<file path="config.mk">
export PLATFORM = sky130hd
export DESIGN_NAME = pattern_classifier
export DESIGN_NICKNAME = d
export VERILOG_FILES = /design/src/rtl/pattern_classifier_pkg.sv /design/src/rtl/prio_match.sv /design/src/rtl/pattern_classifier.sv
export SDC_FILE = /design/constraint.sdc
export NUM_CORES = 1
export LEC_CHECK = 0
export CAP_MARGIN = 20
export CORE_ASPECT_RATIO = 0.6
export CORE_MARGIN = 8
export CORE_UTILIZATION = 32
export CTS_CLUSTER_SIZE = 25
export DETAILED_ROUTE_END_ITERATION = 6
export PLACE_DENSITY = 0.53
export SYNTH_ARGS = -nofsm -noshare
export SYNTH_HDL_FRONTEND = slang
export SYNTH_SLANG_ARGS = --single-unit
</file>
<file path="constraint.sdc">
create_clock -name clk -period 3.2 [get_ports clk]
set_input_delay 0.32 -clock clk [delete_from_list [all_inputs] [get_ports clk]]
set_output_delay 0.32 -clock clk [all_outputs]
set_load 0.01 [all_outputs]
</file>
<file path="src/rtl/pattern_classifier_pkg.sv">
// pattern_classifier_pkg
//   Shared types and constants for the pattern classifier.
//   - rule_t   : one table entry {value, mask, en}. Value and mask are held at
//                RULE_W bits; a classifier instance uses the low DATA_W bits and
//                keeps the upper bits at zero, so one type serves every width
//                up to RULE_W.
//   - MISS_IDX : rule index reported when no enabled rule matches.
//   - rule_match : casez-style compare, mask bit 1 = compared, 0 = wildcard.
package pattern_classifier_pkg;

  localparam int DATA_W_DEF    = 8;
  localparam int NUM_RULES_DEF = 4;
  localparam int CNT_W_DEF     = 16;

  // Widest classified word supported by the shared rule type.
  localparam int RULE_W        = 32;

  localparam int MISS_IDX      = 0;

  typedef struct packed {
    logic [RULE_W-1:0] value;
    logic [RULE_W-1:0] mask;
    logic              en;
  } rule_t;

  function automatic logic rule_match(input logic [RULE_W-1:0] word,
                                      input rule_t             rule);
    return rule.en && (((word ^ rule.value) & rule.mask) == '0);
  endfunction

endpackage

</file>
<file path="src/rtl/prio_match.sv">
// prio_match
//   Combinational priority matcher. Compares one word against every rule of
//   the table and reports the lowest-index enabled rule that matches.
//   Ports:
//     word  in   RULE_W             word to classify (zero-extended)
//     rules in   NUM_RULES x rule_t rule table
//     hit   out  1                  some enabled rule matched
//     idx   out  IDX_W              winning rule index, MISS_IDX on miss
module prio_match
  import pattern_classifier_pkg::*;
#(
  parameter int NUM_RULES = NUM_RULES_DEF,
  parameter int IDX_W     = $clog2(NUM_RULES + 1)
) (
  input  logic [RULE_W-1:0]           word,
  input  rule_t [NUM_RULES-1:0]       rules,
  output logic                        hit,
  output logic [IDX_W-1:0]            idx
);

  // Scan from the highest index down so the lowest matching index is the
  // last assignment and therefore wins.
  always_comb begin
    hit = 1'b0;
    idx = IDX_W'(MISS_IDX);
    for (int r = NUM_RULES - 1; r >= 0; r--) begin
      if (rule_match(word, rules[r])) begin
        hit = 1'b1;
        idx = IDX_W'(r);
      end
    end
  end

endmodule

</file>
<file path="src/rtl/pattern_classifier.sv">
// pattern_classifier
//   Streaming word classifier feeding a case/casez decode stage. Every word
//   accepted on the input handshake is matched against a programmable table
//   of value/care-mask rules (lowest index wins) and presented one cycle
//   later, with its classification, on a registered output handshake.
//   Saturating per-rule hit counters plus a miss counter are kept for debug.
//   Ports:
//     clk, rst_n            clock, synchronous active-low reset
//     cfg_we/idx/value/mask/en  rule write port (idx >= NUM_RULES ignored)
//     in_valid/in_ready/in_data input handshake
//     out_valid/out_ready       output handshake
//     out_data/out_hit/out_idx  word passed through plus classification
//     cnt_sel/cnt_clr/cnt_value counter read-back (NUM_RULES = miss counter)
module pattern_classifier
  import pattern_classifier_pkg::*;
#(
  parameter int DATA_W    = DATA_W_DEF,
  parameter int NUM_RULES = NUM_RULES_DEF,
  parameter int CNT_W     = CNT_W_DEF,
  parameter int IDX_W     = $clog2(NUM_RULES + 1)
) (
  input  logic              clk,
  input  logic              rst_n,
  input  logic              cfg_we,
  input  logic [IDX_W-1:0]  cfg_idx,
  input  logic [DATA_W-1:0] cfg_value,
  input  logic [DATA_W-1:0] cfg_mask,
  input  logic              cfg_en,
  input  logic              in_valid,
  output logic              in_ready,
  input  logic [DATA_W-1:0] in_data,
  output logic              out_valid,
  input  logic              out_ready,
  output logic [DATA_W-1:0] out_data,
  output logic              out_hit,
  output logic [IDX_W-1:0]  out_idx,
  input  logic [IDX_W-1:0]  cnt_sel,
  input  logic              cnt_clr,
  output logic [CNT_W-1:0]  cnt_value
);

  localparam int NUM_CNT = NUM_RULES + 1;

  function automatic logic [CNT_W-1:0] sat_inc(input logic [CNT_W-1:0] c);
    return (&c) ? c : c + 1'b1;
  endfunction

  rule_t [NUM_RULES-1:0] rules;
  logic  [CNT_W-1:0]     cnt_q [NUM_CNT];

  logic                  accept_p0;
  logic                  hit_p0;
  logic [IDX_W-1:0]      idx_p0;
  logic [IDX_W-1:0]      cnt_tgt_p0;

  logic                  vld_p1;
  logic [DATA_W-1:0]     data_p1;
  logic                  hit_p1;
  logic [IDX_W-1:0]      idx_p1;

  // ---- stage p0: handshake and classification against the current table ----
  // in_ready depends only on registered state and out_ready, so there is no
  // combinational path from in_valid to any output.
  assign in_ready  = !vld_p1 || out_ready;
  assign accept_p0 = in_valid && in_ready;

  prio_match #(
    .NUM_RULES (NUM_RULES),
    .IDX_W     (IDX_W)
  ) u_prio_match (
    .word  (RULE_W'(in_data)),
    .rules (rules),
    .hit   (hit_p0),
    .idx   (idx_p0)
  );

  assign cnt_tgt_p0 = hit_p0 ? idx_p0 : IDX_W'(NUM_RULES);

  // Rule table. A write lands at the edge, so a word accepted in the same
  // cycle was already classified against the previous contents.
  always_ff @(posedge clk) begin
    if (!rst_n) begin
      for (int r = 0; r < NUM_RULES; r++) begin
        rules[r] <= '0;
      end
    end else if (cfg_we) begin
      for (int r = 0; r < NUM_RULES; r++) begin
        if (cfg_idx == IDX_W'(r)) begin
          rules[r].value <= RULE_W'(cfg_value);
          rules[r].mask  <= RULE_W'(cfg_mask);
          rules[r].en    <= cfg_en;
        end
      end
    end
  end

  // ---- stage p1: registered output, held while stalled ----
  always_ff @(posedge clk) begin
    if (!rst_n) begin
      vld_p1  <= 1'b0;
      data_p1 <= '0;
      hit_p1  <= 1'b0;
      idx_p1  <= IDX_W'(MISS_IDX);
    end else if (accept_p0) begin
      vld_p1  <= 1'b1;
      data_p1 <= in_data;
      hit_p1  <= hit_p0;
      idx_p1  <= idx_p0;
    end else if (out_ready) begin
      vld_p1  <= 1'b0;
    end
  end

  assign out_valid = vld_p1;
  assign out_data  = data_p1;
  assign out_hit   = hit_p1;
  assign out_idx   = idx_p1;

  // Hit/miss counters, updated with the accept. Clear takes priority over a
  // simultaneous increment.
  always_ff @(posedge clk) begin
    if (!rst_n || cnt_clr) begin
      for (int i = 0; i < NUM_CNT; i++) begin
        cnt_q[i] <= '0;
      end
    end else if (accept_p0) begin
      for (int i = 0; i < NUM_CNT; i++) begin
        if (cnt_tgt_p0 == IDX_W'(i)) begin
          cnt_q[i] <= sat_inc(cnt_q[i]);
        end
      end
    end
  end

  // Read-back mux; selects past the miss counter read as zero.
  always_comb begin
    cnt_value = '0;
    for (int i = 0; i < NUM_CNT; i++) begin
      if (cnt_sel == IDX_W'(i)) begin
        cnt_value = cnt_q[i];
      end
    end
  end

endmodule
</file>
==> results_dict.tcl <==
set metrics [dict create \
    outcome "completed" \
    rr_endpoint "cnt_q[0][64]" \
    powerDensity_mw_per_mm2 513 \
    yosysUniqueCellTypes 42 \
    tightest_slew_ns 0.928 \
    crit_arrival_ns 2.36 \
    syn-num-nets 924 \
    relSlewSlack_pct 38.0 \
    synth.avg_cell_area_um2 9.03 \
    fin_skew_ns 0.0102 \
    drive_above_1_share_pct 7.01 \
    min_to "rules[65]" \
    port_buffers 65 \
    cap_violations 0 \
    cts_max_path_buffers 2 \
    antenna_left 0 \
    r2r_start "cnt_q[0][64]" \
    grt_setup_unrepaired "no" \
    initial_core_util_pct 32.7 \
    areaGrowthSynthToFinish_pct 20.7 \
    cts-hold-fix-buffers 0 \
    cts_setup_buffers 0 \
    cts_inserted_buffers 17 \
    period_share_pct 83.7 \
    hold_viol_final 0 \
    cts_resized 0 \
    boundaryPins 67 \
    regToRegSetupSlack_ns 0.79 \
    drt_iter0_drc 677 \
    utilization_pct 39.5 \
    syn_area_mm2 0.00796 \
    layout_setup_ws_ns 0.523 \
    cts.reportedPaths.clkPinSlew_ns 0.07 \
    end_kind "primary output" \
    async_flop_share_pct 0 \
    die_w_um 220 \
    die_area_mm2 0.0303 \
    crit_fanout 19 \
    hpwl_mm 17.0 \
    path_depth 7 \
    cts_root_buffer "clkbuf_16" \
    cp.required_ns 2.88 \
    worst_path_largest_cell_delay_ns 0.51 \
    num_rows 44 \
    insertion_delay_ns 0.45 \
    finalPower_mw 4.93 \
    whs_ns 0.456 \
    ys_seq_area_share_pct 50.3 \
    peakVddDrop_v 0.000374 \
    synth_area_leader_cell "edfxtp_1" \
    h-tree-depth 4 \
    synth_most_common_cell "nand2_1" \
    slew_viol_final 0 \
    vias 6493 \
    n_antenna_cell 0 \
    setup_viol 0 \
    grt_pass1_vias 5946 \
    drt_wl_total_mm 23.8 \
    hold_start "rules[65]" \
    min_path_type "register to register" \
    clock-sinks 160 \
    antenna_found_initial 0 \
    hold_path_depth 2 \
    critPathLaunchType "input port" \
    synth_top_cell_area_share_pct 30.2 \
    drc 0 \
    yosys_warnings 0 \
    routed_via_density 5.14 \
    netlist_instances 882 \
    post-route-cell-area_mm2 0.00961 \
    path_buf_inv 4 \
    fin_tns_setup_ns 0 \
    layout.nets 971 \
    wl_per_cell_um 18.9 \
    die_h_um 138 \
    grt_overflow 0 \
    path_delay_family "buffers and inverters" \
    period_needed_ns 2.68 \
    ys_top_cells_by_area "edfxtp_1 30%, dfxtp_1 20%, nand2_1 9.5%" \
    grt_max_degree 81 \
    ys_top_cells_by_count "202 x nand2_1, 97 x a21oi_1, 86 x nor2_1" \
    grt_pass1_wl_mm 36.2 \
    synth_edf_count 80 \
    fmax_mhz 374 \
    p_leak_nw 3.31 \
    cts_tree "done" \
    worstPathCellList "clkdlybuf4s50_1 -> buf_4 -> nor2b_1 -> buf_4 -> a22oi_1 -> o22ai_1 -> clkdlybuf4s50_1" \
    place_area_mm2 0.00897 \
    path_class "input port to primary output" \
    core-area_mm2 0.0243 \
    place_inst 1232 \
    reg2reg_depth 7 \
    instances_no_fill 1264 \
    yosys_most_used_dff "edfxtp_1" \
    crit_slowest_cell "clkdlybuf4s50_1" \
    place.gp.congestion 0.844 \
    ys_ff_latch 160 \
    grt.total_usage_pct 15.7 \
    first_pass_iters 6 \
    dp_slack_ns 0.382 \
]
-- cell families after synthesis --
group,synth area share [%]
simple gates,21.1
flops,50.3
compound gates,11.1
xor+xnor,10.1
buf+inv,3.29
mux,3.27
fa+ha+maj,0.786
other cells,0.0471
-- flip-flops by register name, indices dropped and copies added (netlist names) --
name	flops
out_valid	1
out_idx	2
rules	68
out_hit	1
out_data	8
cnt_q	80
-- worst max-delay path by stage --
stage | start | to | slack (ns)
6_report | cnt_sel[1] | cnt_value[0] | 0.52
3_3_place_gp | in_data[3] | cnt_q[0][68] | 0.40
3_5_place_dp | in_data[3] | cnt_q[0][68] | 0.38
4_1_cts | cnt_sel[1] | cnt_value[1] | 0.56
2_1_floorplan | in_data[1] | cnt_q[0][32] | 0.18
5_1_grt | cnt_sel[1] | cnt_value[12] | 0.44
-- cell usage in the layout (no fill, tap or decap), types with 2 or more instances in the layout --
cell / Yosys / layout
nand2_1: 202 / 201
a21oi_1: 97 / 97
nor2_1: 86 / 86
xor2_1: 80 / 80
edfxtp_1: 80 / 80
dfxtp_1: 80 / 80
clkdlybuf4s50_1: 0 / 65
nand3_1: 29 / 29
clkbuf_16: 0 / 22
o21ai_0: 22 / 20
and3_1: 18 / 18
buf_4: 1 / 16
nand4_1: 14 / 14
xnor2_1: 12 / 12
or3_1: 12 / 12
inv_1: 10 / 10
a22oi_1: 10 / 10
mux4_2: 8 / 8
mux2i_1: 8 / 8
o22ai_1: 8 / 8
nor2b_1: 5 / 5
and4_1: 5 / 5
ha_1: 5 / 5
and2_1: 4 / 4
a222oi_1: 4 / 4
a221oi_1: 4 / 4
nand2b_1: 3 / 3
a22o_1: 3 / 3
nor3_1: 4 / 3
clkinv_2: 0 / 3
o21ai_1: 0 / 2
o31ai_2: 0 / 2
or2_1: 2 / 2
clkbuf_8: 0 / 2
clkinv_4: 0 / 2
inv_6: 0 / 2
buf_12: 0 / 2
-- tightest hold or removal path, stage by stage (launching register included) --
cell,delay [ns]
dfxtp_1,0.31
nand2_1,0.05
a21oi_1,0.05
-- per-layer routing --
layer,global-route usage [%],wire [um]
met1,25.3,12900
met2,20.0,9450
met3,3.88,1290
met4,3.41,156
met5,0,0
-- cell type report --
cell class / count / area [um^2]
inverters: 11 / 41.3
clock buffers: 24 / 578
multi-input cells: 656 / 3710
repair buffers: 83 / 811
fillers: 2428 / 14700
flip-flops and latches: 160 / 4000
well taps: 322 / 403
clock inverters: 8 / 57.6
-- report_power, final --
| part | internal (mW) | total [mW] | switching [mW] | leakage, nW |
|---|---|---|---|---|
| Combinational | 0.190 | 0.438 | 0.248 | 1.46 |
| Sequential | 2.24 | 2.33 | 0.0977 | 1.55 |
| Clock | 1.27 | 2.15 | 0.883 | 0.315 |
| Total | 3.70 | 4.93 | 1.23 | 3.31 |
Note: power is estimated with default switching activity, not from simulation.
